`src/rtl/arcade_input_conditioner.sv`:
```
// arcade_input_conditioner: joystick swap, rotation, SOCD cleaning, per-button autofire and
// minimum-width coin pulses between the user_io decode and a core's active-low player ports.
module arcade_input_conditioner #(
   parameter int PLAYERS     = 2,
   parameter int BUTTONS     = 6,
   parameter int CE_DIV      = 24000,
   parameter int COIN_MS     = 50,
   parameter int AUTOFIRE_MS = 33
) (
   input  logic                           clk_sys,
   input  logic                           reset,
   input  logic [PLAYERS*(4+BUTTONS)-1:0] joy_in,
   input  logic [PLAYERS-1:0]             coin_in,
   input  logic [PLAYERS-1:0]             start_in,
   input  logic                           rotate,
   input  logic                           flip,
   input  logic                           joyswap,
   input  logic [PLAYERS*BUTTONS-1:0]     af_en,
   output logic [PLAYERS*(4+BUTTONS)-1:0] joy_out,
   output logic [PLAYERS-1:0]             coin_out,
   output logic [PLAYERS-1:0]             start_out
);

   localparam int W  = 4 + BUTTONS;
   localparam int JW = PLAYERS * W;
   localparam int NB = PLAYERS * BUTTONS;
   localparam int TW = (CE_DIV > 1) ? $clog2(CE_DIV) : 1;
   localparam int PW = (AUTOFIRE_MS > 1) ? $clog2(AUTOFIRE_MS) : 1;

   localparam logic [1:0] COIN_IDLE  = 2'd0;
   localparam logic [1:0] COIN_PULSE = 2'd1;
   localparam logic [1:0] COIN_WAIT  = 2'd2;

   logic [JW-1:0]      joy_sw, joy_s1, joy_next;
   logic [PLAYERS-1:0] coin_sw, coin_s1, coin_prev, coin_rise;
   logic [PLAYERS-1:0] start_sw, start_s1;
   logic [TW-1:0]      tick_cnt;
   logic [PW-1:0]      phase_cnt;
   logic               tick, phase_wrap;
   logic [NB-1:0]      btn_held, btn_prev, btn_rise, af_tog, tog_eff, btn_act;

   if (PLAYERS > 1) begin : g_swap
      always_comb begin
         joy_sw   = joy_in;
         coin_sw  = coin_in;
         start_sw = start_in;
         if (joyswap) begin
            joy_sw[0 +: W] = joy_in[W +: W];
            joy_sw[W +: W] = joy_in[0 +: W];
            coin_sw[0]     = coin_in[1];
            coin_sw[1]     = coin_in[0];
            start_sw[0]    = start_in[1];
            start_sw[1]    = start_in[0];
         end
      end
   end else begin : g_noswap
      assign joy_sw   = joy_in;
      assign coin_sw  = coin_in;
      assign start_sw = start_in;
   end

   always_ff @(posedge clk_sys) begin
      if (reset) begin
         joy_s1    <= '0;
         coin_s1   <= '0;
         start_s1  <= '0;
         coin_prev <= '0;
         btn_prev  <= '0;
      end else begin
         joy_s1    <= joy_sw;
         coin_s1   <= coin_sw;
         start_s1  <= start_sw;
         coin_prev <= coin_s1;
         btn_prev  <= btn_held;
      end
   end

   // Free-running ms tick and the shared autofire phase derived from it.
   assign tick       = (tick_cnt == TW'(CE_DIV - 1));
   assign phase_wrap = tick && (phase_cnt == PW'(AUTOFIRE_MS - 1));

   always_ff @(posedge clk_sys) begin
      if (reset) begin
         tick_cnt  <= '0;
         phase_cnt <= '0;
      end else begin
         tick_cnt <= tick ? '0 : tick_cnt + TW'(1);
         if (tick)
            phase_cnt <= phase_wrap ? '0 : phase_cnt + PW'(1);
      end
   end

   for (genvar p = 0; p < PLAYERS; p++) begin : g_btn
      for (genvar b = 0; b < BUTTONS; b++) begin : g_bit
         assign btn_held[p*BUTTONS+b] = joy_s1[p*W+4+b];
      end
   end

   // A fresh press always starts in the asserted phase, even if a wrap lands on the same cycle.
   assign btn_rise = btn_held & ~btn_prev;
   assign tog_eff  = af_tog & ~btn_rise;
   assign btn_act  = btn_held & ~(af_en & tog_eff);

   always_ff @(posedge clk_sys) begin
      if (reset)
         af_tog <= '0;
      else
         af_tog <= ~btn_rise & (af_tog ^ ({NB{phase_wrap}} & btn_held));
   end

   for (genvar p = 0; p < PLAYERS; p++) begin : g_player
      logic u, d, l, r;
      logic ru, rd, rl, rr;
      logic [3:0] dir_clean;
      logic [1:0] coin_state;
      logic [7:0] coin_cnt;

      assign {r, l, d, u} = joy_s1[p*W +: 4];

      always_comb begin
         {ru, rd, rl, rr} = {u, d, l, r};
         if (rotate) begin
            if (!flip)
               {ru, rd, rl, rr} = {l, r, d, u};
            else
               {ru, rd, rl, rr} = {r, l, u, d};
         end
      end

      assign dir_clean = {rr & ~rl, rl & ~rr, rd & ~ru, ru & ~rd};
      assign joy_next[p*W +: W] = {btn_act[p*BUTTONS +: BUTTONS], dir_clean};
      assign coin_rise[p] = coin_s1[p] & ~coin_prev[p];

      // WAIT holds until the coin is released so a stuck coin switch cannot retrigger.
      always_ff @(posedge clk_sys) begin
         if (reset) begin
            coin_state <= COIN_IDLE;
            coin_cnt   <= '0;
         end else begin
            case (coin_state)
               COIN_IDLE: begin
                  if (coin_rise[p]) begin
                     coin_state <= COIN_PULSE;
                     coin_cnt   <= '0;
                  end
               end
               COIN_PULSE: begin
                  if (tick) begin
                     if (coin_cnt == 8'(COIN_MS - 1))
                        coin_state <= COIN_WAIT;
                     else
                        coin_cnt <= coin_cnt + 8'd1;
                  end
               end
               COIN_WAIT: begin
                  if (!coin_s1[p])
                     coin_state <= COIN_IDLE;
               end
               default: coin_state <= COIN_IDLE;
            endcase
         end
      end

      assign coin_out[p] = (coin_state != COIN_PULSE);
   end

   always_ff @(posedge clk_sys) begin
      if (reset) begin
         joy_out   <= '1;
         start_out <= '1;
      end else begin
         joy_out   <= ~joy_next;
         start_out <= ~start_s1;
      end
   end

endmodule

```
`config.mk`:
```
export PLATFORM = sky130hd
export DESIGN_NAME = arcade_input_conditioner
export DESIGN_NICKNAME = d
export VERILOG_FILES = /design/src/rtl/arcade_input_conditioner.sv
export SDC_FILE = /design/constraint.sdc
export NUM_CORES = 1
export LEC_CHECK = 0
export ABC_AREA = 1
export BUFFER_PORTS_ARGS = -buffer_cell sky130_fd_sc_hd__buf_2
export CORE_ASPECT_RATIO = 2
export CORE_MARGIN = 2
export CORE_UTILIZATION = 50
export DETAILED_ROUTE_END_ITERATION = 16
export PLACE_DENSITY = 0.79
export SLEW_MARGIN = 10
export SYNTH_ARGS = -nofsm -noshare
export SYNTH_HDL_FRONTEND = slang
export SYNTH_SLANG_ARGS = --single-unit
```
`constraint.sdc`:
```
create_clock -name clk_sys -period 1.6 [get_ports clk_sys]
set_input_delay 0.32 -clock clk_sys [delete_from_list [all_inputs] [get_ports clk_sys]]
set_output_delay 0.32 -clock clk_sys [all_outputs]
set_load 0.03 [all_outputs]
```
### Yosys cells after proc, flatten, opt, wreduce, memory -nomap -nowiden

Index checks and enable logic that the tools add are counted.

| cells by class | value |
|---|---|
| add/sub/neg operators | 4 |
| eq/ne operators | 20 |
| multiplexer cells | 38 |
| bitwise gates (word level) | 32 |
| reduce and logical (&&, ||, !) cells | 10 |

Operators with widths:

| cell | number |
|---|---|
| bitwise AND 12 bit | 6 |
| two-way mux 8 bit | 6 |
| inverter 12 bit | 3 |
| case mux 8 bit (2 select lines) | 2 |
| two-way mux 2 bit | 10 |
| two-way mux 20 bit | 1 |
| inequality test 2 bit, second input constant | 10 |
| inverter 20 bit | 1 |
| adder 8 x 1 -> 8 bit, second input constant | 2 |
| == test 8 x 6 -> 1 bit, second input constant | 2 |
| two-way mux 1 bit | 16 |
| AND reduction 4 bit | 4 |
| adder 15 x 1 -> 15 bit, second input constant | 1 |
| == test 15 bit, second input constant | 1 |
| case mux 2 bit (3 select lines) | 2 |
| bitwise XOR 12 bit | 1 |
| bitwise AND 1 bit | 10 |
| inverter 1 bit | 10 |
| adder 6 x 1 -> 6 bit, second input constant | 1 |
| == test 6 bit, second input constant | 1 |
| two-way mux 6 bit | 1 |
| == test 2 x 1 -> 1 bit, second input constant | 2 |
| == test 2 bit, second input constant | 2 |
| zero test 2 bit | 2 |
| other kinds (5) | 7 |

| word-level totals | value |
|---|---|
| bits in registers | 113 |
| bits of input ports | 41 |
| output and inout bits | 24 |

### Logic depth before layout (Yosys ltp)

Gate-level depths: netlist of run 1.

| logic depth | value |
|---|---|
| depth in word-level cells | 8 |
| mapped depth | 12 |
| gate-level depth less buffers | 11 |

### Worst setup path before layout of run 1

OpenSTA, ideal clock, no wires.

| timing | value |
|---|---|
| path kind | flip-flop to flip-flop |
| from | register tick_cnt[0] |
| to | register g_player[1].coin_cnt[6] |
| setup time | 114 ps |
| data arrival time | 1375 ps |
| data required time | 1486 ps |
| slack | 111 ps |
| stages on the path, launching flop included | 10 |
| path buffers | 1 |
| clock period less this slack | 1489 ps |
| cell sequence | dfxtp_1 ha_1 nand3_2 nor2_4 nand2_4 nand2_4 nand3_4 buf_6 a21oi_1 nor2_1 |

| between the ends | value |
|---|---|
| word-level cells in the longest chain between the ends | 3 |

Ends and longest elaborated chain:

| element | RTL line | text |
|---|---|---|
| from (decl) | 37 | `logic [TW-1:0] tick_cnt;` |
| from (signal assigned) | 87 | `tick_cnt <= tick ? '0 : tick_cnt + TW'(1);` |
| == test 15 bit | 79 | `assign tick = (tick_cnt == TW'(CE_DIV - 1));` |
| inequality test 2 bit (no source line) | n/a |  |
| AND reduction 4 bit (no source line) | n/a |  |
| to (signal assigned) | 152 | `coin_cnt <= coin_cnt + 8'd1;` |
| to (decl) | 116 | `logic [7:0] coin_cnt;` |

No other way between the ends.
A chain may end at the register's enable or synchronous reset.

### Final worst setup path of run 1

| timing | value |
|---|---|
| from | register g_player[0].coin_state[0] |
| to | output coin_out[0] |

| between the ends | value |
|---|---|
| word-level cells in the longest chain between the ends | 1 |

Ends and longest elaborated chain:

| element | RTL line | text |
|---|---|---|
| from (decl) | 115 | `logic [1:0] coin_state;` |
| from (signal assigned) | 137 | `coin_state <= COIN_IDLE;` |
| from (signal assigned) | 143 | `coin_state <= COIN_PULSE;` |
| from (signal assigned) | 150 | `coin_state <= COIN_WAIT;` |
| inequality test 2 x 1 -> 1 bit | 164 | `assign coin_out[p] = (coin_state != COIN_PULSE);` |
| to (decl) | 20 | `output logic [PLAYERS-1:0] coin_out,` |

No other way between the ends.

==> results by stage, run 1 <==
GRT:
- After global routing the overflow that remains totals 0.
- The via count of the first global-routing pass came to 4754.
- The first global-routing pass estimated 20110 µm of wire.
- The initial antenna violation count is 0.
- In the global route stage, overall resource usage came out at 23.13%.
- The maximum number of pins on one net before global-route repair is 38.

Synth:
- The library cell with the highest instance count after synthesis is sky130_fd_sc_hd__nand2_1.
- The synthesized area per cell is 7.391 µm².
- The area fraction of the dominant cell type after synthesis is 44.55%.
- The number of synthesized flops with an enable pin is 0.
- For this run, asynchronously set or reset flops after synthesis account for 0%.
- The net count after synthesis is 735.
- Sorting the synthesized cells by how often they occur yields sky130_fd_sc_hd__nand2_1 (124), sky130_fd_sc_hd__nor2_1 (120), sky130_fd_sc_hd__dfxtp_1 (113).
- The post-synthesis sequential area ratio is 44.55%.
- sky130_fd_sc_hd__dfxtp_1 takes more of the synthesized area than any other cell.
- The post-synth design cell area is 0.005077 mm².
- The total number of yosys warnings is 0.
- Yosys mapped the design onto 39 distinct sky130hd cell types.
- In the synthesized netlist, the number of instances is 687.
- The number of storage elements in the synthesis netlist is 113.
- The flip-flop cell with the highest count after synthesis is sky130_fd_sc_hd__dfxtp_1.
- Yosys attributes the largest share of cell area to sky130_fd_sc_hd__dfxtp_1 (45%), sky130_fd_sc_hd__nand2_1 (9.2%), sky130_fd_sc_hd__nor2_1 (8.9%), sky130_fd_sc_hd__inv_1 (5.4%), sky130_fd_sc_hd__o21ai_0 (5.2%).

Routing:
- The post-detailed-routing wire length is 12100 µm.
- The via-per-instance ratio is 5.315.
- After detailed routing, the average wire length per cell comes to 13.19 µm.
- The number of nets still failing antenna checks after routing is 0.
- The via total after detailed routing is 4879.
- The final routed DRC violation total is 0.
- The detailed-routed wire length on met3 is 549 µm.
- Before antenna repair, the detailed router went through 5 iterations.
- The detailed router used layers up to and including met4.
- Wire segments on met2 add up to 6732 µm in the final route.
- The iteration-0 DRC count of the detailed router is 324.
- For this block, wires on met1 add up to 4449 µm.

Layout:
- Registers take 0.002272 mm².
- In the final layout, the multi-input gates occupy 0.002465 mm².
- The area growth from synthesis to layout is 23.95%.
- The filler cell count in the final layout is 853.
- 0 antenna diodes ended up in the layout.
- The fraction of final layout cells sized beyond drive strength 1 is 22.61%.
- The final net count is 819.
- After routing the design area is 0.006294 mm².
- The final cell count without fillers is 918.

Die:
- During I/O placement, the number of pins put on the boundary was 65.
- For this configuration, the core starts out at a cell density of 50.67%.
- After floorplanning, the core was divided into 52 placement rows.
- After floorplanning, the core was sized to cover 0.01002 mm².
- The horizontal die dimension is 75.26 µm.
- The floorplan step set the die height to 146.5 µm.
- The die area is 0.01103 mm².

Clock network:
- The number of hold buffers added after CTS is 0.
- The later pin in the worst-skew pair is clocked with a latency of 410 ps.
- The root buffer cell chosen for the clock tree is sky130_fd_sc_hd__clkbuf_16.
- The clock transition at the registers of the reported paths is 50 ps.
- The H-tree generated during clock tree synthesis spans 4 levels.
- The total clock sinks is 113.
- The CTS buffer count is 17.
- TritonCTS built the clock tree.
- The maximum buffer depth of the clock tree is 2.

Flow run:
- The count of maximum capacitance violations is 0.

Critical path:
- STA classifies the critical path startpoint as a register.
- On the worst path, the slowest cell contributes a delay of 340 ps.
- Of all nets on the critical path, the largest fanout is 8.
- In this run the critical register-to-register path is launched from tick_cnt[4].
- At the worst endpoint, the required time is 1280 ps.
- STA puts the critical path data arrival time at 1220 ps.
- The cell count of the worst reg-to-reg path is 10.
- The critical path capture point type is an output port.
- The critical path is of the reg2out type.
- On the critical path, the stage with the largest delay is an instance of sky130_fd_sc_hd__dfxtp_1.
- The signal on the critical path passes through inv_2 -> nor2_4 -> clkinv_4 -> buf_4.
- The endpoint of the worst-slack reg-to-reg timing path is af_tog[0].
- The flop-to-flop setup slack is 110 ps.

Placed design:
- The number of cells in the design after placement is 879.
- The count of buffers added on input and output ports is 64.
- The routability congestion estimate is 0.8933.
- At the placement stage, the worst setup path has a slack of 5.667 ps.
- The instance area at placement is 0.005583 mm².
- The placed wire-length estimate is 8382 µm.

Worst hold path:
- The startpoint of the lowest-slack hold path is af_en[8].
- Counting instances, the worst hold path has a depth of 3.
- For hold timing, the worst endpoint is joy_out[16].
- The min-delay analysis places its worst path in the category in2reg.

STA:
- The worst max-slew margin expressed relative to the limit is 66.90%.
- In the finished design, the share of the clock period the worst path needs comes to 96.22%.
- Static timing analysis puts the maximum clock frequency at 649.6 MHz.
- The final-layout setup total negative slack is 0 ps.
- The final worst slack is 60.47 ps.
- The final setup skew is 8.169 ps.
- Setup violations remaining at the end of the flow were counted as 0.
- The slew at the pin with the worst max-slew slack is 496.4 ps.
- The smallest clock period supported by the final layout is computed as 1540 ps.
- The number of failing hold endpoints at the final stage is 0.
- The number of pins exceeding their max-slew limit in the final report came to 0.

Pwr:
- For this design the static power due to leakage is 0.002658 µW.
- The power consumption is 8021 µW.
- VDD sags by at most 0.9542 mV.
- The power density normalized to cell area is 1274 mW/mm².

Outcome:
- The flow ran to the end, and the final reports show no timing, DRC or antenna violations.
layout make-up:
cell class	instances	area share (%)
Clock buffer	20	7.097
Timing Repair Buffer	87	8.171
Clock inverter	11	1.829
Multi-Input combinational cell	473	39.16
Inverter	79	4.950
Tap cell	135	2.684
Sequential cell	113	36.10
through the flow:
step,utilization (%),hold WS [ps]
2_1_floorplan,-,351.7
4_1_cts,61.73,126.3
3_5_place_dp,55.72,359.5
5_1_grt,62.81,137.7
3_3_place_gp,55.72,361.1
6_report,62.81,140.7
registers in the layout, indices dropped and copies added, names as in the netlist, 4 cells and up:
register,cells
tick_cnt,15
btn_prev,12
phase_cnt,6
joy_out,20
g_player.coin_cnt,16
af_tog,12
joy_s1,20
g_player.coin_state,4
how the worst max path moves through the flow:
stage,start,to,slack [ps],cells past startpoint
finish,g_player[0].coin_state[0],coin_out[0],60,4
global route,tick_cnt[14],af_tog[9],-20,10
CTS,tick_cnt[0],g_player[1].coin_cnt[6],6,8
detailed placement,tick_cnt[0],g_player[1].coin_cnt[6],6,8
global placement,tick_cnt[0],af_tog[11],60,9
floorplan,tick_cnt[0],g_player[1].coin_cnt[6],110,9
per-layer routing:
layer | up-vias | track usage [%]
met1 | 2275 | 23.39
met2 | 158 | 41.97
li1 | 2411 | -
met3 | 35 | 6.073
met5 | - | 0
met4 | 0 | 10.61
power by group:
part / internal (µW) / switching [µW] / total, µW
combinational: 481 / 854 / 1330
clock: 2300 / 1260 / 3560
sequential: 3000 / 125 / 3130
worst max-delay path: cells and delay by family, from the launching register on:
kind	cells	cell delay (ps)
buf+inv	3	340
flops	1	340
simple gates	1	130
logic make-up after synthesis:
kind of cell	count (synthesis)	synth area share, %
AND/OR/NAND/NOR	338	30.06
AO/OA/AOI/OAI	121	14.42
flip-flops	113	44.55
buffers and inverters	103	8.378
adder cells (fa/ha/maj)	7	1.725
XOR/XNOR	5	0.8627
cell usage in the layout, fill, tap and decap left out, drive strengths merged:
cell        n
nand2     132
xor2        3
nand4      31
clkinv      8
ha          7
a211oi      1
nand3b      2
o211a       1
nor3b       2
xnor2       2
buf        87
dfxtp     113
clkinvlp    4
clkbuf     20
nor3       10
or2         2
a31oi      15
nand3      26
nor2      134
a21oi      26
inv        76
and3        1
o211ai      8
a21boi      1
o21ai      55
bufinv      2
o21bai     14
repair_timing:
| item | 4_1_cts | 5_1_grt |
|---|---|---|
| pin swaps | 2 | 5 |
| gates resized for setup | 7 | 24 |
| setup buffers | 2 | 4 |
| setup endpoints to repair | 15 | 37 |
| cloned | 0 | 2 |
No activity file was read; power rests on OpenSTA's default activity.
==> run 2: changes to the inputs <==
ABC_AREA = unset   (was 1)
PLACE_DENSITY = 0.8   (was 0.79)
==> results by stage, run 2 <==
Pwr:
- The power consumption is 6915 µW (was 8021 µW).
- The leakage component of the power is 0.002499 µW (was 0.002658 µW).
- The largest vdd supply drop is 0.9226 mV (was 0.9542 mV).
- The power density normalized to cell area is 1087 mW/mm² (was 1274 mW/mm²).

Synth:
- The total number of yosys warnings came to 0 (unchanged).
- The post-synthesis sequential area ratio is 47.83% (was 44.55%).
- The number of synthesized flops with an enable pin is 0 (unchanged).
- The async set-reset flop share out of synthesis is 0% (unchanged).
- The largest area contributor in the netlist is sky130_fd_sc_hd__dfxtp_1 (unchanged).
- The flip-flop cell with the highest count after synthesis is sky130_fd_sc_hd__dfxtp_1 (unchanged).
- Top post-synthesis cells by area: sky130_fd_sc_hd__dfxtp_1 (48%), sky130_fd_sc_hd__mux2i_1 (7.2%), sky130_fd_sc_hd__nand2_1 (3.9%), sky130_fd_sc_hd__nand3_1 (3.5%), sky130_fd_sc_hd__or4_1 (3.5%) (was sky130_fd_sc_hd__dfxtp_1 (45%), sky130_fd_sc_hd__nand2_1 (9.2%), sky130_fd_sc_hd__nor2_1 (8.9%), sky130_fd_sc_hd__inv_1 (5.4%), sky130_fd_sc_hd__o21ai_0 (5.2%)).
- Commonest cells in the synthesized netlist: sky130_fd_sc_hd__dfxtp_1 (113), sky130_fd_sc_hd__nand2_1 (49), sky130_fd_sc_hd__nor2_1 (43) (was sky130_fd_sc_hd__nand2_1 (124), sky130_fd_sc_hd__nor2_1 (120), sky130_fd_sc_hd__dfxtp_1 (113)).
- The number of storage elements in the synthesis netlist came to 113 (unchanged).
- The post-synth design cell area is 0.004730 mm² (was 0.005077 mm²).
- The net count after synthesis is 568 (was 735).
- The gate count after technology mapping is 520 (was 687).
- The synthesized area per cell came to 9.095 µm² (was 7.391 µm²).
- The area fraction of the dominant cell type after synthesis came to 47.83% (was 44.55%).
- The library cell with the highest instance count after synthesis is sky130_fd_sc_hd__dfxtp_1 (was sky130_fd_sc_hd__nand2_1).
- The number of unique standard cell types used by synthesis is 44 (was 39).

STA:
- The setup-violating endpoint count in the final report is 53 (was 0).
- The number of pins exceeding their max-slew limit in the final report is 0 (unchanged).
- Setup repair after global routing could not meet its margin everywhere.
- The final-layout setup total negative slack is -26230 ps (was 0 ps).
- The slew at the pin with the worst max-slew slack is 456.7 ps (was 496.4 ps).
- The achievable clock frequency is 445.1 MHz (was 649.6 MHz).
- The minimum clock period after layout is 2247 ps (was 1540 ps).
- The final setup skew is 5.349 ps (was 8.169 ps).
- The fraction of the cycle the final worst path needs came to 140.4% (was 96.22%).
- The worst max-slew margin expressed relative to the limit is 69.28% (was 66.90%).
- The number of failing hold endpoints at the final stage is 0 (unchanged).
- The final worst slack came to -646.9 ps (was 60.47 ps).

Placed design:
- The routability congestion estimate is 0.8048 (was 0.8933).
- The count of buffers from port buffering is 64 (unchanged).
- The instance area at placement came to 0.005538 mm² (was 0.005583 mm²).
- The placed wire-length estimate was 8109 µm (was 8382 µm).

Routing:
- The post-detailed-routing wire length was 12890 µm (was 12100 µm).
- The routed length per instance is 17.11 µm (was 13.19 µm).
- The via-per-instance ratio is 5.958 (was 5.315).
- The number of detailed-routing iterations run before antenna repair is 5 (unchanged).
- The number of nets still failing antenna checks after routing came to 0 (unchanged).
- The iteration-0 DRC count of the detailed router is 249 (was 324).
- The final routed DRC violation total came to 0 (unchanged).
- The via total after detailed routing is 4486 (was 4879).

GRT:
- The final global-route overflow total is 0 (unchanged).
- The global-route wire length before repair was 20980 µm (was 20110 µm).
- The maximum number of pins on one net before global-route repair is 40 (was 38).
- The initial antenna violation count was 0 (unchanged).
- The via count of the first global-routing pass is 4659 (was 4754).
- The total routing resource utilization after global routing is 26.05% (was 23.13%).

Outcome:
- The checks that failed: setup timing.
- Outcome: complete, but fails checks (was completed).

Die:
- The core box area came to 0.009259 mm² (was 0.01002 mm²).
- The top-level I/O count came to 65 (unchanged).
- The horizontal die dimension is 72.77 µm (was 75.26 µm).
- The starting density of the core came to 51.08% (was 50.67%).
- The number of core rows was 50 (was 52).
- The die area is 0.01030 mm² (was 0.01103 mm²).
- The chip height came to 141.5 µm (was 146.5 µm).

Critical path:
- Cell-by-cell listing of the critical path: or4b_4 -> or4_4 -> buf_12 -> buf_4 -> nor4_4 -> mux2i_1 (was inv_2 -> nor2_4 -> clkinv_4 -> buf_4).
- The stage delay of the slowest cell on the critical path came to 560 ps (was 340 ps).
- The worst path arrival time was 2590 ps (was 1220 ps).
- The worst path required time is 1940 ps (was 1280 ps).
- The critical path class is reg2reg (was reg2out).
- The maximum fanout along the worst path is 17 (was 8).
- The critical path capture point type is a register (was output port).
- The buffer and inverter count on the worst path was 2 (was 3).
- The kind of start point of the critical path is a register (unchanged).
- The library cell contributing the largest single delay on the critical path is sky130_fd_sc_hd__or4b_4 (was sky130_fd_sc_hd__dfxtp_1).
- The cell class contributing the biggest share of worst-path delay is simple AND/OR/NAND/NOR gates (was flip-flops).

Layout:
- The cell area after layout is 0.006360 mm² (was 0.006294 mm²).
- The final antenna diode count is 0 (unchanged).
- Commonest cells after routing, fill and taps aside: sky130_fd_sc_hd__dfxtp_1 (108), sky130_fd_sc_hd__buf_2 (62), sky130_fd_sc_hd__buf_4 (55), sky130_fd_sc_hd__nand2_1 (48), sky130_fd_sc_hd__nor2_1 (43) (was sky130_fd_sc_hd__nand2_1 (122), sky130_fd_sc_hd__nor2_1 (119), sky130_fd_sc_hd__dfxtp_1 (105), sky130_fd_sc_hd__inv_1 (70), sky130_fd_sc_hd__buf_2 (62)).
- Registers with the most flip-flops: joy_out: 20 flops, joy_s1: 20 flops, g_player.coin_cnt: 16 flops (unchanged).
- The total area of multi-input combinational cells is 0.002479 mm² (was 0.002465 mm²).
- The total area of sequential cells came to 0.002268 mm² (was 0.002272 mm²).
- The fraction of final layout cells sized beyond drive strength 1 came to 30.20% (was 22.61%).
- The most common cell after layout, fill and taps aside is sky130_fd_sc_hd__dfxtp_1 (was sky130_fd_sc_hd__nand2_1).
- The area added between synthesis and finish is 34.47% (was 23.95%).
- The filler cell count in the final layout is 681 (was 853).
- The final net count came to 688 (was 819).

Clock network:
- The cell at the root of the clock tree was sky130_fd_sc_hd__clkbuf_16 (unchanged).
- The total clock sinks is 113 (unchanged).
- The clock latency at the later pin of the worst-skew pair is 410 ps (about the same).
- The number of H-tree levels is 4 (unchanged).
- The CTS tree was yes (unchanged).
- The number of hold buffers added after CTS came to 0 (unchanged).
- The CTS buffer count is 17 (unchanged).
- The maximum buffer depth of the clock tree was 2 (unchanged).
- The clock transition at the registers of the reported paths is 50 ps (about the same).

Worst hold path:
- The worst hold path class is in2reg (unchanged).

Flow run:
- The count of maximum capacitance violations is 0 (unchanged).
run 2: changes by cell type in the layout (fill, tap and decap cells not counted), sizes merged, moves of 12 or more:
cell    change
nor2b      +16
nor2       -91
o21ai      -38
nand4      -22
or4        +23
or3        +13
mux2i      +34
o21bai     -14
buf        +40
o211ai     +12
nand2b     +12
nand2      -82
inv        -70
run 2: final cells by class:
cell class	count	share of cell area [%]
clock buffer	21	7.397
clock inverter	7	0.9837
inverter	9	0.6295
multi-input combinational	372	38.97
sequential	113	35.67
tap	104	2.046
timing repair buffer	127	14.30
run 2: per-layer routing:
layer / part of all wire, % / track usage (%)
met1: 35 / 25.62
met2: 57 / 48.42
met3: 4.0 / 6.250
met4: 4.3 / 13.35
met5: 0 / 0
run 2: cells by family (layout without fill, tap and decap cells):
kind of cell | after synthesis | after routing | share of synthesized area, %
fa+ha+maj | 7 | 7 | 1.852
simple gates | 229 | 230 | 25.79
flops | 113 | 113 | 47.83
buf+inv | 36 | 164 | 3.360
compound gates | 90 | 90 | 11.93
mux | 34 | 34 | 7.196
xor+xnor | 11 | 11 | 2.037
run 2: repair_timing:
item / 4_1_cts / 5_1_grt
pin swaps: 14 / 2
setup endpoints to repair: 55 / 55
resized for setup: 33 / 13
cloned: 4 / 0
buffers inserted: 4 / 1
run 2: metrics by stage:
step | worst slack [ps] | util, % | hold slack (ps) | std cells
2_1_floorplan | -542.2 | - | 343.4 | 520
3_3_place_gp | -549.8 | 59.81 | 352.3 | 716
3_5_place_dp | -569.7 | 59.81 | 368.1 | 716
4_1_cts | -581.3 | 68.01 | 128.6 | 752
5_1_grt | -682.3 | 68.69 | 137.7 | 753
6_report | -646.9 | 68.69 | 136.8 | 753
run 2: report_power, final:
group / switching, µW / internal, µW
combinational: 313 / 216
clock: 1210 / 2200
sequential: 53.9 / 2920
run 2: tightest hold or removal path, cell delays in order:
cell and delay (ps):
sky130_fd_sc_hd__buf_2 80, sky130_fd_sc_hd__nand3_1 60, sky130_fd_sc_hd__nand2_1 60
run 2: worst paths after layout:
| kind | startpoint | endpoint | slack [ps] | cells after the start |
|---|---|---|---|---|
| worst min register to register | start_s1[1] | start_out[1] | 380 | 1 |
| worst max register to register | tick_cnt[13] | g_player[1].coin_cnt[4] | -650 | 6 |
| worst min-delay path | af_en[5] | joy_out[9] | 140 | 3 |
| worst max-delay path | tick_cnt[13] | g_player[1].coin_cnt[4] | -650 | 6 |
==> run 3: changes to the inputs <==
PLACE_DENSITY = 0.71   (was 0.8)
clock period = 2.15 ns   (was 1.6 ns; I/O delays follow)
==> results by stage, run 3 (synthesis gave the netlist of run 2 again) <==
Critical path:
- The kind of start point of the critical path is a register (unchanged).
- The maximum fanout along the worst path came to 7 (was 17).
- The cell class contributing the biggest share of worst-path delay is simple AND/OR/NAND/NOR gates (unchanged).
- The cell count of the worst reg-to-reg path is 5 (was 6).
- Cell-by-cell listing of the critical path: or4b_4 -> or4_4 -> buf_6 -> or4_1 -> a31oi_1 (was or4b_4 -> or4_4 -> buf_12 -> buf_4 -> nor4_4 -> mux2i_1).
- The buffer and inverter count on the worst path was 1 (was 2).
- The critical path capture point type was a register (unchanged).
- The worst path arrival time is 2530 ps (was 2590 ps).
- The stage delay of the slowest cell on the critical path is 550 ps (was 560 ps).
- The worst path required time came to 2480 ps (was 1940 ps).
- The critical path class was reg2reg (unchanged).
- The instance count on the critical path was 5 (was 6).
- The library cell contributing the largest single delay on the critical path is sky130_fd_sc_hd__or4b_4 (unchanged).

Clock network:
- The maximum buffer depth of the clock tree was 2 (unchanged).
- The number of hold buffers added after CTS is 0 (unchanged).
- The clock latency at the later pin of the worst-skew pair came to 410 ps (about the same).
- The CTS buffer count is 17 (unchanged).
- The CTS tree is yes (unchanged).
- The clock transition at the registers of the reported paths came to 50 ps (about the same).
- The total clock sinks is 113 (unchanged).
- The cell at the root of the clock tree is sky130_fd_sc_hd__clkbuf_16 (unchanged).
- The number of H-tree levels was 4 (unchanged).

STA:
- The number of failing hold endpoints at the final stage is 0 (unchanged).
- The achievable clock frequency was 453.5 MHz (was 445.1 MHz).
- The worst max-slew margin expressed relative to the limit came to 55.44% (was 69.28%).
- The fraction of the cycle the final worst path needs was 102.6% (was 140.4%).
- The final-layout setup total negative slack was -457.5 ps (was -26230 ps).
- The number of pins exceeding their max-slew limit in the final report is 0 (unchanged).
- The final setup skew is 8.552 ps (was 5.349 ps).
- RSZ-0062 raised after global routing: true (unchanged).
- The slew at the pin with the worst max-slew slack came to 668.4 ps (was 456.7 ps).
- The minimum clock period after layout is 2205 ps (was 2247 ps).
- The setup-violating endpoint count in the final report is 11 (was 53).
- The final worst slack is -55.19 ps (was -646.9 ps).

Die:
- The number of core rows is 50 (unchanged).
- The starting density of the core is 51.08% (unchanged).
- The top-level I/O count came to 65 (unchanged).
- The chip height is 141.5 µm (unchanged).
- The die area came to 0.01030 mm² (unchanged).
- The core box area is 0.009259 mm² (unchanged).
- The horizontal die dimension came to 72.77 µm (unchanged).

GRT:
- The final global-route overflow total was 0 (unchanged).
- The via count of the first global-routing pass is 4341 (was 4659).
- The total routing resource utilization after global routing is 23.78% (was 26.05%).
- The global-route wire length before repair was 19110 µm (was 20980 µm).
- The maximum number of pins on one net before global-route repair is 42 (was 40).
- The initial antenna violation count was 0 (unchanged).

Layout:
- The most common cell after layout, fill and taps aside is sky130_fd_sc_hd__dfxtp_1 (unchanged).
- The filler cell count in the final layout came to 729 (was 681).
- The fraction of final layout cells sized beyond drive strength 1 came to 25.16% (was 30.20%).
- Registers with the most flip-flops: joy_out: 20 flops, joy_s1: 20 flops, g_player.coin_cnt: 16 flops (unchanged).
- The final antenna diode count was 0 (unchanged).
- The cell area after layout is 0.006061 mm² (was 0.006360 mm²).
- Commonest cells after routing, fill and taps aside: sky130_fd_sc_hd__dfxtp_1 (110), sky130_fd_sc_hd__buf_2 (64), sky130_fd_sc_hd__nand2_1 (49), sky130_fd_sc_hd__nor2_1 (43), sky130_fd_sc_hd__buf_4 (37) (was sky130_fd_sc_hd__dfxtp_1 (108), sky130_fd_sc_hd__buf_2 (62), sky130_fd_sc_hd__buf_4 (55), sky130_fd_sc_hd__nand2_1 (48), sky130_fd_sc_hd__nor2_1 (43)).
- The final net count is 672 (was 688).
- The final cell count without fillers is 740 (was 753).
- The area added between synthesis and finish is 28.15% (was 34.47%).

Pwr:
- The leakage component of the power is 0.002325 µW (was 0.002499 µW).
- The clock network fraction of design power is 50.9% (was 49.4%).
- The cell internal power dissipation is 4026 µW (was 5333 µW).
- The proportion of total power due to net switching is 22.87% (about the same).
- The logic gate share of total power is 6.7% (was 7.6%).
- The switching power of the nets is 1194 µW (was 1581 µW).
- The largest vdd supply drop is 0.6104 mV (was 0.9226 mV).
- The power density normalized to cell area is 861.3 mW/mm² (was 1087 mW/mm²).
- The relative contribution of sequential cells to total power is 42.4% (was 43.0%).

Routing:
- The routed length per instance is 15.84 µm (was 17.11 µm).
- The post-detailed-routing wire length is 11720 µm (was 12890 µm).
- The iteration-0 DRC count of the detailed router is 217 (was 249).
- The number of nets still failing antenna checks after routing was 0 (unchanged).
- The via-per-instance ratio is 5.845 (was 5.958).
- The final routed DRC violation total is 0 (unchanged).
- The via total after detailed routing is 4325 (was 4486).
- The number of detailed-routing iterations run before antenna repair is 4 (was 5).

Flow run:
- The count of maximum capacitance violations is 0 (unchanged).

Placed design:
- The count of buffers from port buffering was 64 (unchanged).
- The routability congestion estimate is 0.9090 (was 0.8048).
- The worst setup slack after placement was -178.9 ps (was -569.7 ps).
- The placed wire-length estimate is 7822 µm (was 8109 µm).
- The number of cells in the design after placement is 698 (was 716).
- The instance area at placement is 0.005335 mm² (was 0.005538 mm²).

Worst hold path:
- The worst hold path class is in2reg (unchanged).
- The cell depth of the worst min-delay path is 3 (unchanged).

Outcome:
- Outcome: complete, but fails checks (unchanged).
- Failing checks: setup timing (unchanged).
run 3: changes by cell type in the layout (fill, tap and decap cells not counted), sizes merged:
cell and change:
inv +1, clkinvlp +4, buf -17, bufinv +1
or4 +2, clkinv -3, nand2 -1
run 3: path summary, 6_finish.rpt:
path | start | end | slack (ps)
worst max-delay path | tick_cnt[13] | af_tog[10] | -60
worst min register to register | start_s1[0] | start_out[0] | 370
worst min-delay path | af_en[0] | joy_out[4] | 250
worst max register to register | tick_cnt[13] | af_tog[10] | -60
run 3: area by class of cell:
class / instances / area [µm²] / share of cell area (%)
multi-input cells: 373 / 2369 / 39.08
inverters: 9 / 33.78 / 0.5574
clock buffers: 21 / 450.4 / 7.432
repair buffers: 110 / 699.4 / 11.54
clock inverters: 10 / 112.6 / 1.858
well taps: 104 / 130.1 / 2.147
flip-flops and latches: 113 / 2266 / 37.39
run 3: timing repair:
| item | CTS | global route |
|---|---|---|
| setup buffers | 4 | 5 |
| pin swaps | 13 | 7 |
| gates resized for setup | 12 | 11 |
| cloned | 2 | 0 |
| endpoints found under the setup margin | 20 | 45 |
run 3: metrics by stage:
| stage | total power (µW) | util (%) | hold WS [ps] |
|---|---|---|---|
| floorplan | 2461 | - | 343.4 |
| global placement | 2587 | 57.62 | 355.2 |
| detailed placement | 2598 | 57.62 | 359.1 |
| CTS | 5235 | 64.72 | 242.8 |
| global route | 5399 | 65.46 | 239.8 |
| finish | 5220 | 65.46 | 247.4 |
run 3: layer usage:
metal | GRT usage [%] | vias to the layer above | part of all wire (%)
met5 | 0 | - | 0
met4 | 14.13 | 0 | 3.9
met3 | 7.102 | 43 | 4.2
met2 | 42.01 | 138 | 55
met1 | 23.67 | 2048 | 37
li1 | - | 2096 | -
run 3: power groups by stage:
stage | clock [µW] | sequential, µW | combinational [µW]
floorplan | 0 | 2290 | 175
global placement | 0 | 2250 | 339
detailed placement | 0 | 2250 | 346
CTS | 2670 | 2210 | 349
global route | 2800 | 2220 | 383
finish | 2660 | 2210 | 352
run 3: worst reg2reg max path: stages (launching register included):
cell                      delay (ps)
sky130_fd_sc_hd__dfxtp_2         320
sky130_fd_sc_hd__or4b_4          550
sky130_fd_sc_hd__or4_4           550
sky130_fd_sc_hd__buf_6           170
sky130_fd_sc_hd__or4_1           400
sky130_fd_sc_hd__a31oi_1         140
